[config.mk]
export PLATFORM = sky130hd
export DESIGN_NAME = dcache_snoop_responder
export DESIGN_NICKNAME = d
export VERILOG_FILES = /design/src/rtl/dcache_snoop_responder_pkg.sv /design/src/rtl/dcache_snoop_responder_tag_match.sv /design/src/rtl/dcache_snoop_responder.sv
export SDC_FILE = /design/constraint.sdc
export NUM_CORES = 1
export LEC_CHECK = 0
export ABC_AREA = 1
export CORE_AREA = 2 2 103 105
export DETAILED_ROUTE_END_ITERATION = 16
export DIE_AREA = 0 0 105 107
export GPL_TIMING_DRIVEN = 0
export HOLD_SLACK_MARGIN = 0.05
export PLACE_DENSITY = 0.81
export REMOVE_ABC_BUFFERS = 1
export SETUP_SLACK_MARGIN = 0.3
export SLEW_MARGIN = 40
export SYNTH_ARGS = -nofsm -noshare
export SYNTH_HDL_FRONTEND = slang
export SYNTH_HIERARCHICAL = 1
export SYNTH_SLANG_ARGS = --single-unit
[constraint.sdc]
create_clock -name CLK -period 3.5 [get_ports CLK]
set_clock_uncertainty 0.2 [all_clocks]
set_input_delay 0.35 -clock CLK [delete_from_list [all_inputs] [get_ports CLK]]
set_output_delay 0.35 -clock CLK [all_outputs]
set_load 0.01 [all_outputs]
[src/rtl/dcache_snoop_responder_pkg.sv]
// Shared types for the dcache snoop responder: FSM states, snooped address layout and array geometry.
// The optional LL/SC link-register hook is enabled with SNOOP_LINKREG_EN.
package dcache_snoop_responder_pkg;

    localparam int SETS  = 8;
    localparam int IDX_W = $clog2(SETS);
    localparam int TAG_W = 32 - IDX_W - 3;

    typedef enum logic [2:0] {
        IDLE,
        LOOKUP,
        SEND0,
        SEND1,
        INVWAIT,
        DONE
    } snoop_state_t;

    typedef struct packed {
        logic [TAG_W-1:0] tag;
        logic [IDX_W-1:0] idx;
        logic             blkoff;
        logic [1:0]       bytoff;
    } snp_addr_t;

    // Two byte addresses fall in the same 2-word block when everything above the block offset agrees.
    function automatic logic same_block(input logic [31:0] a, input logic [31:0] b);
        return a[31:3] == b[31:3];
    endfunction

endpackage

[src/rtl/dcache_snoop_responder_tag_match.sv]
// Combinational 2-way tag compare for the snoop port: hit, hit way (way 0 wins ties) and M-state of the hit.
module snoop_tag_match
    import dcache_snoop_responder_pkg::*;
(
    input  logic [TAG_W-1:0]      tag,
    input  logic [1:0][TAG_W-1:0] arr_tag,
    input  logic [1:0]            arr_valid,
    input  logic [1:0]            arr_dirty,
    output logic                  hit,
    output logic                  way,
    output logic                  m_hit
);

    logic [1:0] way_match;

    always_comb begin
        way_match[0] = arr_valid[0] && (arr_tag[0] == tag);
        way_match[1] = arr_valid[1] && (arr_tag[1] == tag);
        hit          = |way_match;
        way          = !way_match[0] && way_match[1];
        m_hit        = hit && arr_dirty[way];
    end

endmodule

[src/rtl/dcache_snoop_responder.sv]
// Snoop responder for one dcache: looks up snooped addresses, sources M blocks cache-to-cache and downgrades/invalidates frames.
// Define SNOOP_LINKREG_EN to add the link-register clear output used to break LL/SC on remote writes.
module dcache_snoop_responder
    import dcache_snoop_responder_pkg::*;
(
    input  logic                        CLK,
    input  logic                        nRST,
    input  logic                        ccwait,
    input  logic                        ccinv,
    input  logic [31:0]                 ccsnoopaddr,
    input  logic                        dwait,
    input  logic [1:0][TAG_W-1:0]       arr_tag,
    input  logic [1:0]                  arr_valid,
    input  logic [1:0]                  arr_dirty,
    input  logic [1:0][1:0][31:0]       arr_data,
`ifdef SNOOP_LINKREG_EN
    input  logic                        link_valid,
    input  logic [31:0]                 link_addr,
    output logic                        link_clr,
`endif
    output logic [IDX_W-1:0]            snp_idx,
    output logic                        ccwrite,
    output logic [31:0]                 dstore,
    output logic                        upd_en,
    output logic                        upd_way,
    output logic                        upd_valid,
    output logic                        upd_dirty,
    output logic                        snp_busy
);

    snoop_state_t     state, next_state;
    snp_addr_t        cur_addr;
    logic [IDX_W-1:0] lat_idx;
    logic             lat_hit, lat_way, lat_mhit;
    logic             inv_seen;
    logic             ccwrite_q, ccwrite_d;
    logic             upd_en_raw;
    logic             match_hit, match_way, match_mhit;
    logic             unused_offset_bits;

    assign cur_addr           = ccsnoopaddr;
    assign unused_offset_bits = ^{cur_addr.blkoff, cur_addr.bytoff};

    snoop_tag_match u_tag_match (
        .tag       (cur_addr.tag),
        .arr_tag   (arr_tag),
        .arr_valid (arr_valid),
        .arr_dirty (arr_dirty),
        .hit       (match_hit),
        .way       (match_way),
        .m_hit     (match_mhit)
    );

    always_ff @(posedge CLK) begin
        if (!nRST) begin
            state <= IDLE;
        end else begin
            state <= next_state;
        end
    end

    // Lookup results are captured on the request cycle so the arrays can be re-indexed by the latched set.
    always_ff @(posedge CLK) begin
        if (!nRST) begin
            lat_idx   <= '0;
            lat_hit   <= 1'b0;
            lat_way   <= 1'b0;
            lat_mhit  <= 1'b0;
            inv_seen  <= 1'b0;
            ccwrite_q <= 1'b0;
        end else begin
            ccwrite_q <= ccwrite_d;
            if (state == IDLE && ccwait) begin
                lat_idx  <= cur_addr.idx;
                lat_hit  <= match_hit;
                lat_way  <= match_way;
                lat_mhit <= match_mhit;
            end
            if (next_state == IDLE) begin
                inv_seen <= 1'b0;
            end else if (state != IDLE) begin
                inv_seen <= inv_seen | ccinv;
            end
        end
    end

    always_comb begin
        next_state = state;
        ccwrite_d  = 1'b0;
        upd_en_raw = 1'b0;
        upd_way    = 1'b0;
        upd_valid  = 1'b0;
        upd_dirty  = 1'b0;
        unique case (state)
            IDLE: begin
                if (ccwait) begin
                    next_state = LOOKUP;
                    ccwrite_d  = match_mhit;
                end else if (ccinv && match_hit) begin
                    upd_en_raw = 1'b1;
                    upd_way    = match_way;
                end
            end
            LOOKUP: begin
                if (lat_mhit) begin
                    next_state = SEND0;
                    ccwrite_d  = 1'b1;
                end else begin
                    next_state = INVWAIT;
                end
            end
            SEND0: begin
                ccwrite_d = 1'b1;
                if (!dwait) begin
                    next_state = SEND1;
                end
            end
            SEND1: begin
                if (!dwait) begin
                    next_state = DONE;
                end else begin
                    ccwrite_d = 1'b1;
                end
            end
            INVWAIT: begin
                if (!ccwait) begin
                    next_state = DONE;
                end
            end
            DONE: begin
                next_state = IDLE;
                upd_way    = lat_way;
                if (lat_hit) begin
                    if (inv_seen || ccinv) begin
                        upd_en_raw = 1'b1;
                    end else if (lat_mhit) begin
                        upd_en_raw = 1'b1;
                        upd_valid  = 1'b1;
                    end
                end
            end
            default: next_state = IDLE;
        endcase
    end

    always_comb begin
        dstore = '0;
        if (state == SEND0) begin
            dstore = arr_data[lat_way][0];
        end else if (state == SEND1) begin
            dstore = arr_data[lat_way][1];
        end
    end

    // A reset cycle must never write the arrays, even though the write strobe is combinational.
    assign upd_en   = upd_en_raw && nRST;
    assign ccwrite  = ccwrite_q;
    assign snp_idx  = (state == IDLE) ? cur_addr.idx : lat_idx;
    assign snp_busy = (state != IDLE) || ccwait || ccinv;

`ifdef SNOOP_LINKREG_EN
    logic [31:0] lat_addr;

    always_ff @(posedge CLK) begin
        if (!nRST) begin
            lat_addr <= '0;
        end else if (state == IDLE && ccwait) begin
            lat_addr <= ccsnoopaddr;
        end
    end

    assign link_clr = upd_en && !upd_valid && link_valid &&
                      same_block((state == IDLE) ? ccsnoopaddr : lat_addr, link_addr);
`endif

endmodule

== After elaboration in Yosys (flattened, before gate mapping) ==
Cells that the tools add are included.
W data, S select, Z words.

* Bitwise logic cells: 2
* Order comparisons: 2
* Reductions and logical operators: 16
* Mux-type cells: 28
* Equality and inequality tests: 7

{| class="wikitable"
|+ Operators with widths
! kind !! count
|-
| $mux W64 || 2
|-
| $mux W32 || 2
|-
| $eq A26 B26 Y1 || 2
|-
| $mux W3 || 6
|-
| $pmux W3 S5 || 1
|-
| $mux W1 || 14
|-
| $logic_and A1 B1 Y1 || 7
|-
| $eq A3 B2 Y1 const B || 2
|-
| $eq A3 B3 Y1 const B || 2
|-
| $logic_not A3 Y1 || 2
|-
| $lt A1 B2 Y1 const B || 2
|-
| $pmux W1 S2 || 2
|-
| $pmux W1 S4 || 1
|-
| $reduce_or A2 Y1 || 2
|-
| $eq A3 B1 Y1 const B || 1
|-
| $logic_or A1 B1 Y1 || 3
|-
| $reduce_bool A3 Y1 || 1
|-
| $logic_not A1 Y1 || 1
|-
| $not A1 Y1 || 1
|-
| $or A1 B1 Y1 || 1
|}

* Bits of input ports: 221
* Bits in registers: 11
* Word-level logic and storage cells: 62
* Output and inout port bits: 41

== Logic depth before layout (Yosys ltp) ==
Gate-level depths: netlist of the first run.

* Depth after elaboration: 9
* Depth in mapped cells: 15
* Gate-level depth less buffers: 15

== By module ==
The synthesis of the first run kept the hierarchy.

{| class="wikitable"
|+ Modules (own cells, without submodules)
! module !! area each (um2) !! cells each !! times used
|-
| dcache_snoop_responder || 1,863.0 || 341 || 1
|-
| snoop_tag_match || 1,037.2 || 249 || 1
|}

== Worst setup path after synthesis of the first run ==
No wires, ideal clock.

* Path type: input -> output
* Start: in ccsnoopaddr[29]
* End: out upd_en
* Data arrival time: 1.402 ns
* Path slack: 1.548 ns
* Buffers on the path: 0
* Cell stages on the path: 10
* Cell sequence: inv_1 nand2_1 nand2_1 nor2_1 nand2_1 nor2_1 nand2_1 o21ai_0 nand4_4 a21oi_2

* Word-level cells in the longest chain between the ends: 8
* Elaborated cells between the ends (all ways): 10
* Classes of those cells: 2 x eq/ne; 3 x mux; 5 x reduce/logical

{| class="wikitable"
|+ RTL lines
! element !! line !! text
|-
| start, declared || dcache_snoop_responder.sv:10 || <nowiki>input logic [31:0] ccsnoopaddr,</nowiki>
|-
| $eq A26 B26 Y1 (on tied branches) || dcache_snoop_responder_tag_match.sv:17, dcache_snoop_responder_tag_match.sv:18 ||
|-
| $logic_and A1 B1 Y1 (on tied branches) || dcache_snoop_responder_tag_match.sv:17, dcache_snoop_responder_tag_match.sv:18 ||
|-
| $reduce_or A2 Y1 * || dcache_snoop_responder_tag_match.sv:19 || <nowiki>hit = |way_match;</nowiki>
|-
| net match_hit || dcache_snoop_responder.sv:38 || <nowiki>logic match_hit, match_way, match_mhit;</nowiki>
|-
| $logic_and A1 B1 Y1 * || dcache_snoop_responder.sv:99 || <nowiki>end else if (ccinv && match_hit) begin</nowiki>
|-
| $mux W1 * || dcache_snoop_responder.sv:99 ||
|-
| $mux W1 * || dcache_snoop_responder.sv:96 || <nowiki>if (ccwait) begin</nowiki>
|-
| $pmux W1 S2 * || dcache_snoop_responder.sv:94 || <nowiki>unique case (state)</nowiki>
|-
| $logic_and A1 B1 Y1 * || dcache_snoop_responder.sv:156 || <nowiki>assign upd_en = upd_en_raw && nRST;</nowiki>
|-
| end, declared || dcache_snoop_responder.sv:24 || <nowiki>output logic upd_en,</nowiki>
|}

The timed path passes the listed nets; every way through them passes the cells marked *.

== Final worst setup path of the first run ==
* Start: reg lat_way
* End: out dstore[2]

* Word-level cells in the longest chain between the ends: 4

{| class="wikitable"
|+ RTL lines
! element !! line !! text
|-
| start, declared || dcache_snoop_responder.sv:34 || <nowiki>logic lat_hit, lat_way, lat_mhit;</nowiki>
|-
| start signal, assigned || dcache_snoop_responder.sv:76 || <nowiki>lat_way <= match_way;</nowiki>
|-
| $mux W64 (implied by the code) * (2 in series) || dcache_snoop_responder.sv:151 || <nowiki>dstore = arr_data[lat_way][1];</nowiki>
|-
| $mux W32 || dcache_snoop_responder.sv:150 || <nowiki>end else if (state == SEND1) begin</nowiki>
|-
| $mux W32 * || dcache_snoop_responder.sv:148 || <nowiki>if (state == SEND0) begin</nowiki>
|-
| end, declared || dcache_snoop_responder.sv:23 || <nowiki>output logic [31:0] dstore,</nowiki>
|}

Mark *: on every way between the ends. The rest lies on a longest branch, timed or not. The select of a mux whose other input is x is not followed.

==> results_dict.tcl, run 1 <==
set metrics [dict create \
    status "completed" \
    ys.flop_type "dfxtp_1" \
    rows 37 \
    worst_slack_ns 0.758 \
    dpl_worst_slack_ns 0.266 \
    crit_path_max_fanout 66 \
    synth_edf_count 0 \
    hold_ws_ns 0.267 \
    period_share_pct 78.3 \
    cts_hold_buf 0 \
    fmax_mhz 365 \
    hold_violations 0 \
    worst_setup_path_end_kind "output pin" \
    ff2ff_path_depth 7 \
    dieArea_mm2 0.0112 \
    fin_crit_ns 2.74 \
    first_global_vias 3870 \
    grt_setup_unrepaired "no" \
    p_leak_uw 0.00297 \
    die_w_um 105 \
    r2r_start "state[2]" \
    drc 0 \
    async_flop_share_pct 0 \
    ys_top_cells_by_count "nand2_1 (299), inv_1 (79), nor2_1 (37), a21o_1 (32), a21oi_1 (32)" \
    criticalPathCategory "reg -> out" \
    ys_top_cells_by_area "nand2_1 (39%), inv_1 (10%), a21o_1 (8.3%)" \
    die_y_um 107 \
    place.port_buffers 257 \
    maxSlewHeadroom_pct 57.0 \
    worstHoldEndpoint "lat_idx[1]" \
    synth_top_cell_area_share_pct 38.7 \
    initial_core_util_pct 28.7 \
    via_per_inst 4.30 \
    yosysSeqAreaShare_pct 7.59 \
    core_mm2 0.0101 \
    maxCapViolations 0 \
    cts_tree "built" \
    final_antenna_net_count 0 \
    drt-total-wl_mm 12.2 \
    cts_inserted_buffers 3 \
    h-tree-depth 1 \
    drv_slew 0 \
    power.total_uw 808 \
    antenna_found_initial 0 \
    postCtsSetupBuffers 0 \
    r2r_slack_ns 1.79 \
    io_pins 262 \
    min_path_type "reg -> reg" \
    finalSetupViolations 0 \
    dr.pass1.iters 4 \
    grt_pass1_wl_mm 19.1 \
    place_congestion 0.845 \
    postSynthCellCount 590 \
    yosysTopAreaCell "nand2_1" \
    hpwl_mm 10.3 \
    root_buffer "clkbuf_8" \
    crit_required_ns 2.95 \
    clkTransAtPathRegs_ns 0.05 \
    cts.sinks 11 \
    overflow 0 \
    yosysMostFrequentCell "nand2_1" \
    r2r-end "inv_seen" \
    clk_path_buf_depth 2 \
    synth.avg_cell_area_um2 4.92 \
    worstHoldStart "lat_idx[1]" \
    routedWlPerCell_um 12.7 \
    whs_path_depth 2 \
    p_per_area_mw_per_mm2 146 \
    synth.distinct_cells 33 \
    start_kind "register" \
    crit_arrival_ns 2.19 \
    drtIter0Drc 233 \
    synth_seq_cells 11 \
    yosys_warnings 6 \
    via_count 4144 \
    area_growth_pct 91.3 \
    drive_above_1_share_pct 5.07 \
    tightestPinTransition_ns 0.646 \
    ir_worst_vdd_mv 0.256 \
    grt_start_max_net_pins 67 \
    insertion_delay_ns 0.24 \
    synth_area_mm2 0.00290 \
    grt_usage_pct 20.7 \
    layout.nets 1050 \
    antenna_cells 0 \
]
## metal layers
layer / part of all wire (%) / up-vias / global-route usage, % / wire length [um]
met5: 0 / - / 0 / 0
met4: 0.84 / 0 / 1.71 / 102
met3: 8.4 / 6 / 5.59 / 1030
met2: 51 / 152 / 40.1 / 6250
met1: 40 / 1744 / 23.4 / 4830
li1: - / 2242 / - / -
## placed cells by master, fill, tap and decap left out, drive strengths merged, types with 2 or more instances in the layout
master           n
nand2          303
clkinv           3
nor2            43
a21oi           39
dlymetal6s2s     2
inv             89
xnor2           14
dfxtp           11
clkbuf           4
nand3           12
a21o            32
o21ai           13
nand4            2
clkdlybuf4s50  255
## flip-flops by register name, indices dropped and copies added, names as in the netlist
signal	count
ccwrite	1
inv_seen	1
lat_hit	1
lat_idx	3
lat_mhit	1
lat_way	1
state	3
## cell families (layout without fill, tap and decap cells)
logic type	after synthesis	after routing	share of synthesized area [%]
other	1	1	0.129
xor gates and xnor gates	15	15	4.53
AOI/OAI and AO/OA	85	85	18.9
buffers and inverters	116	354	17.9
DFF	11	11	7.59
and+or+nand+nor	362	362	51.0
## stage by stage
| stage | utilization [%] | cell area [um2] | instances | TNS, ns |
|---|---|---|---|---|
| 5_1_grt | 55.0 | 5550 | 964 | 0 |
| 3_3_place_gp | 54.2 | 5470 | 959 | -35.06 |
| 3_5_place_dp | 54.5 | 5500 | 960 | 0 |
| 4_1_cts | 54.9 | 5540 | 964 | 0 |
| 6_report | 55.0 | 5550 | 964 | 0 |
| 2_1_floorplan | - | 2730 | 566 | 0 |
## power breakdown
part | internal, uW | switching, uW
clock network | 80.1 | 49.4
logic | 310 | 225
registers | 134 | 9.13
total | 525 | 284
## worst max-delay path, stage by stage, from the launching register on
cell and delay [ns]:
dfxtp_4 0.40, inv_4 0.49, nand2_1 0.10, a21oi_1 0.24
a21o_1 0.13, clkdlybuf4s50_1 0.58
## timing repair
| action | CTS | global route |
|---|---|---|
| pin swaps | 0 | 0 |
| gates resized for setup | 1 | 3 |
| endpoints found under the setup margin | 2 | 2 |
## worst max-delay path by stage
| stage | slack [ns] | startpoint | endpoint |
|---|---|---|---|
| CTS | 0.35 | ccsnoopaddr[6] | upd_en |
| global route | 0.57 | lat_way | dstore[2] |
| finish | 0.76 | lat_way | dstore[2] |
| global placement | -1.16 | lat_way | dstore[21] |
| detailed placement | 0.27 | ccsnoopaddr[10] | upd_en |
| floorplan | 0.54 | lat_way | dstore[0] |
## layout make-up
type / count / area (um2)
Fill cell: 1012 / 4540
Timing Repair Buffer: 258 / 2600
Multi-Input combinational cell: 463 / 2160
Inverter: 92 / 348
Sequential cell: 11 / 224
Tap cell: 136 / 170
Clock buffer: 4 / 45.0
(Power assumes the default switching activity.)
==> inputs of run 2 (changes only) <==
CORE_AREA = default   (was 2 2 103 105)
CORE_UTILIZATION = 29   (was default)
DIE_AREA = default   (was 0 0 105 107)
PLACE_DENSITY = 0.84   (was 0.81)
clock period = 2.3 ns   (was 3.5 ns; I/O delays follow)
==> run 2 against run 1 <==
Effect of this change: flip-flop and latch count did not move; setup slack got worse by 0.42 ns; largest power group unchanged; largest cell class unchanged; final cell count rose by 2.9%; cell area rose by 2.6%; routed wire length rose by 11%.
==> results_dict.tcl, run 2 (synthesized netlist as in run 1, its figures left out) <==
set metrics [dict create \
    io_pins 262 \
    crit_start "lat_way" \
    grt_setup_unrepaired "yes" \
    final_area_mm2 0.00569 \
    min_path_type "reg -> reg" \
    fmax_mhz 511 \
    worstHoldEndpoint "lat_idx[0]" \
    grt_pass1_wl_mm 19.1 \
    overflow 0 \
    drtIter0Drc 111 \
    die_w_um 102 \
    crit_path_max_fanout 15 \
    via_count 4427 \
    routedWlPerCell_um 13.6 \
    clkTransAtPathRegs_ns 0.05 \
    hold_violations 0 \
    layout.nets 1079 \
    initial_core_util_pct 29.8 \
    placed_cells 957 \
    clk_path_buf_depth 2 \
    final_antenna_net_count 0 \
    path_delay_family "buffers and inverters" \
    hpwl_mm 9.87 \
    worstHoldStart "lat_idx[0]" \
    status "completed" \
    maxCapViolations 0 \
    h-tree-depth 1 \
    rows 36 \
    die_y_um 102 \
    cts_hold_buf 0 \
    cp_common_cell "nand2_1" \
    stdcell_count 992 \
    drc 0 \
    final_common_cell "nand2_1" \
    cp_slowest_cell "dfxtp_4" \
    place_congestion 0.862 \
    crit_required_ns 1.87 \
    area_growth_pct 96.3 \
    reg_top3 "lat_idx (3), state (3)" \
    whs_path_depth 2 \
    path_buf_inv 4 \
    dieArea_mm2 0.0104 \
    insertion_delay_ns 0.24 \
    p_per_area_mw_per_mm2 232 \
    root_buffer "clkbuf_8" \
    finalSetupViolations 0 \
    antenna_found_initial 1 \
    fin_crit_ns 1.96 \
    layout_common_cells "nand2_1 (285), clkdlybuf4s50_1 (137), inv_1 (69), buf_2 (47), clkbuf_2 (43)" \
    r2r_slack_ns 0.66 \
    worst_setup_path_end_kind "output pin" \
    cp_cell_sequence "buf_4 -> buf_12 -> buf_16 -> nand2_1 -> nand2_1 -> a21o_1 -> clkdlybuf4s15_1" \
    place.port_buffers 257 \
    cts_tree "built" \
    critical_path.max_stage_delay_ns 0.37 \
    criticalPathCategory "reg -> out" \
    first_global_vias 4060 \
    cts_inserted_buffers 3 \
    core_mm2 0.00973 \
    grt_start_max_net_pins 67 \
    r2r_start "state[0]" \
    ir_worst_vdd_mv 0.272 \
    grt_usage_pct 23.5 \
    ff2ff_path_depth 7 \
    crit_arrival_ns 1.53 \
    period_share_pct 85.1 \
    power.total_uw 1320 \
    start_kind "register" \
    hold_ws_ns 0.258 \
    p_leak_uw 0.00328 \
    dr.pass1.iters 4 \
    drv_slew 0 \
    drive_above_1_share_pct 26.7 \
    r2r-end "lat_hit" \
    cts.sinks 11 \
    post_dp_cell_area_mm2 0.00549 \
    via_per_inst 4.46 \
    drt-total-wl_mm 13.5 \
]
run 2: changes by cell type in the layout (fill, tap and decap cells not counted), moves of 10 or more:
cell             previous run  this run
buf_2                       0        47
buf_4                       0        22
clkbuf_2                    0        43
clkdlybuf4s50_1           255       137
dlygate4sd2_1               0        11
inv_1                      79        69
nand2_1                   299       285
nand2_2                     2        16
run 2: area by class of cell:
type,count,area (um2)
Timing Repair inverter,2,20.0
Tap cell,133,166
Fill cell,987,4040
Sequential cell,11,235
Inverter,92,390
Clock buffer,4,45.0
Timing Repair Buffer,283,2450
Multi-Input combinational cell,465,2380
Antenna cell,2,5.00
run 2: stage by stage:
step           utilization (%)  TNS, ns  worst slack (ns)
6_report                  58.5        0             0.342
5_1_grt                   58.5        0             0.263
4_1_cts                   59.1        0             0.195
3_5_place_dp              56.4    -1.66            -0.726
3_3_place_gp              56.2   -69.93             -2.18
2_1_floorplan                -   -17.93            -0.539
run 2: worst max path at each step:
| stage | end | slack [ns] | depth (start not counted) |
|---|---|---|---|
| after floorplan | dstore[0] | -0.54 | 4 |
| after global placement | dstore[15] | -2.18 | 5 |
| after detailed placement | upd_en | -0.73 | 12 |
| after CTS | dstore[7] | 0.19 | 7 |
| after global routing | upd_way | 0.26 | 13 |
| final | dstore[1] | 0.34 | 7 |
run 2: tightest hold or removal path, delay by kind of cell (launching register included):
kind	cells	cell delay, ns
AOI/OAI and AO/OA	1	0.05
buffers and inverters	1	0.07
DFF	1	0.29
run 2: what timing repair did:
item                       in CTS  in global routing
setup buffers                  18                  4
resized for setup             353                132
gates cloned                    6                  1
pin swaps                      90                 68
setup endpoints to repair      40                 30
run 2: routing by layer:
layer	routed length [um]	GRT usage, %	vias to the layer above
met5	0	0	-
met1	5160	24.9	1928
met4	274	6.70	0
met2	6990	47.0	173
li1	-	-	2309
met3	1100	4.10	17
run 2: power breakdown:
part	total [uW]	leakage, uW	switching, uW	internal [uW]
clock	195	0.0000228	73.2	122
combinational	910	0.00317	412	498
sequential	217	0.0000929	13.9	203
total	1320	0.00328	499	823
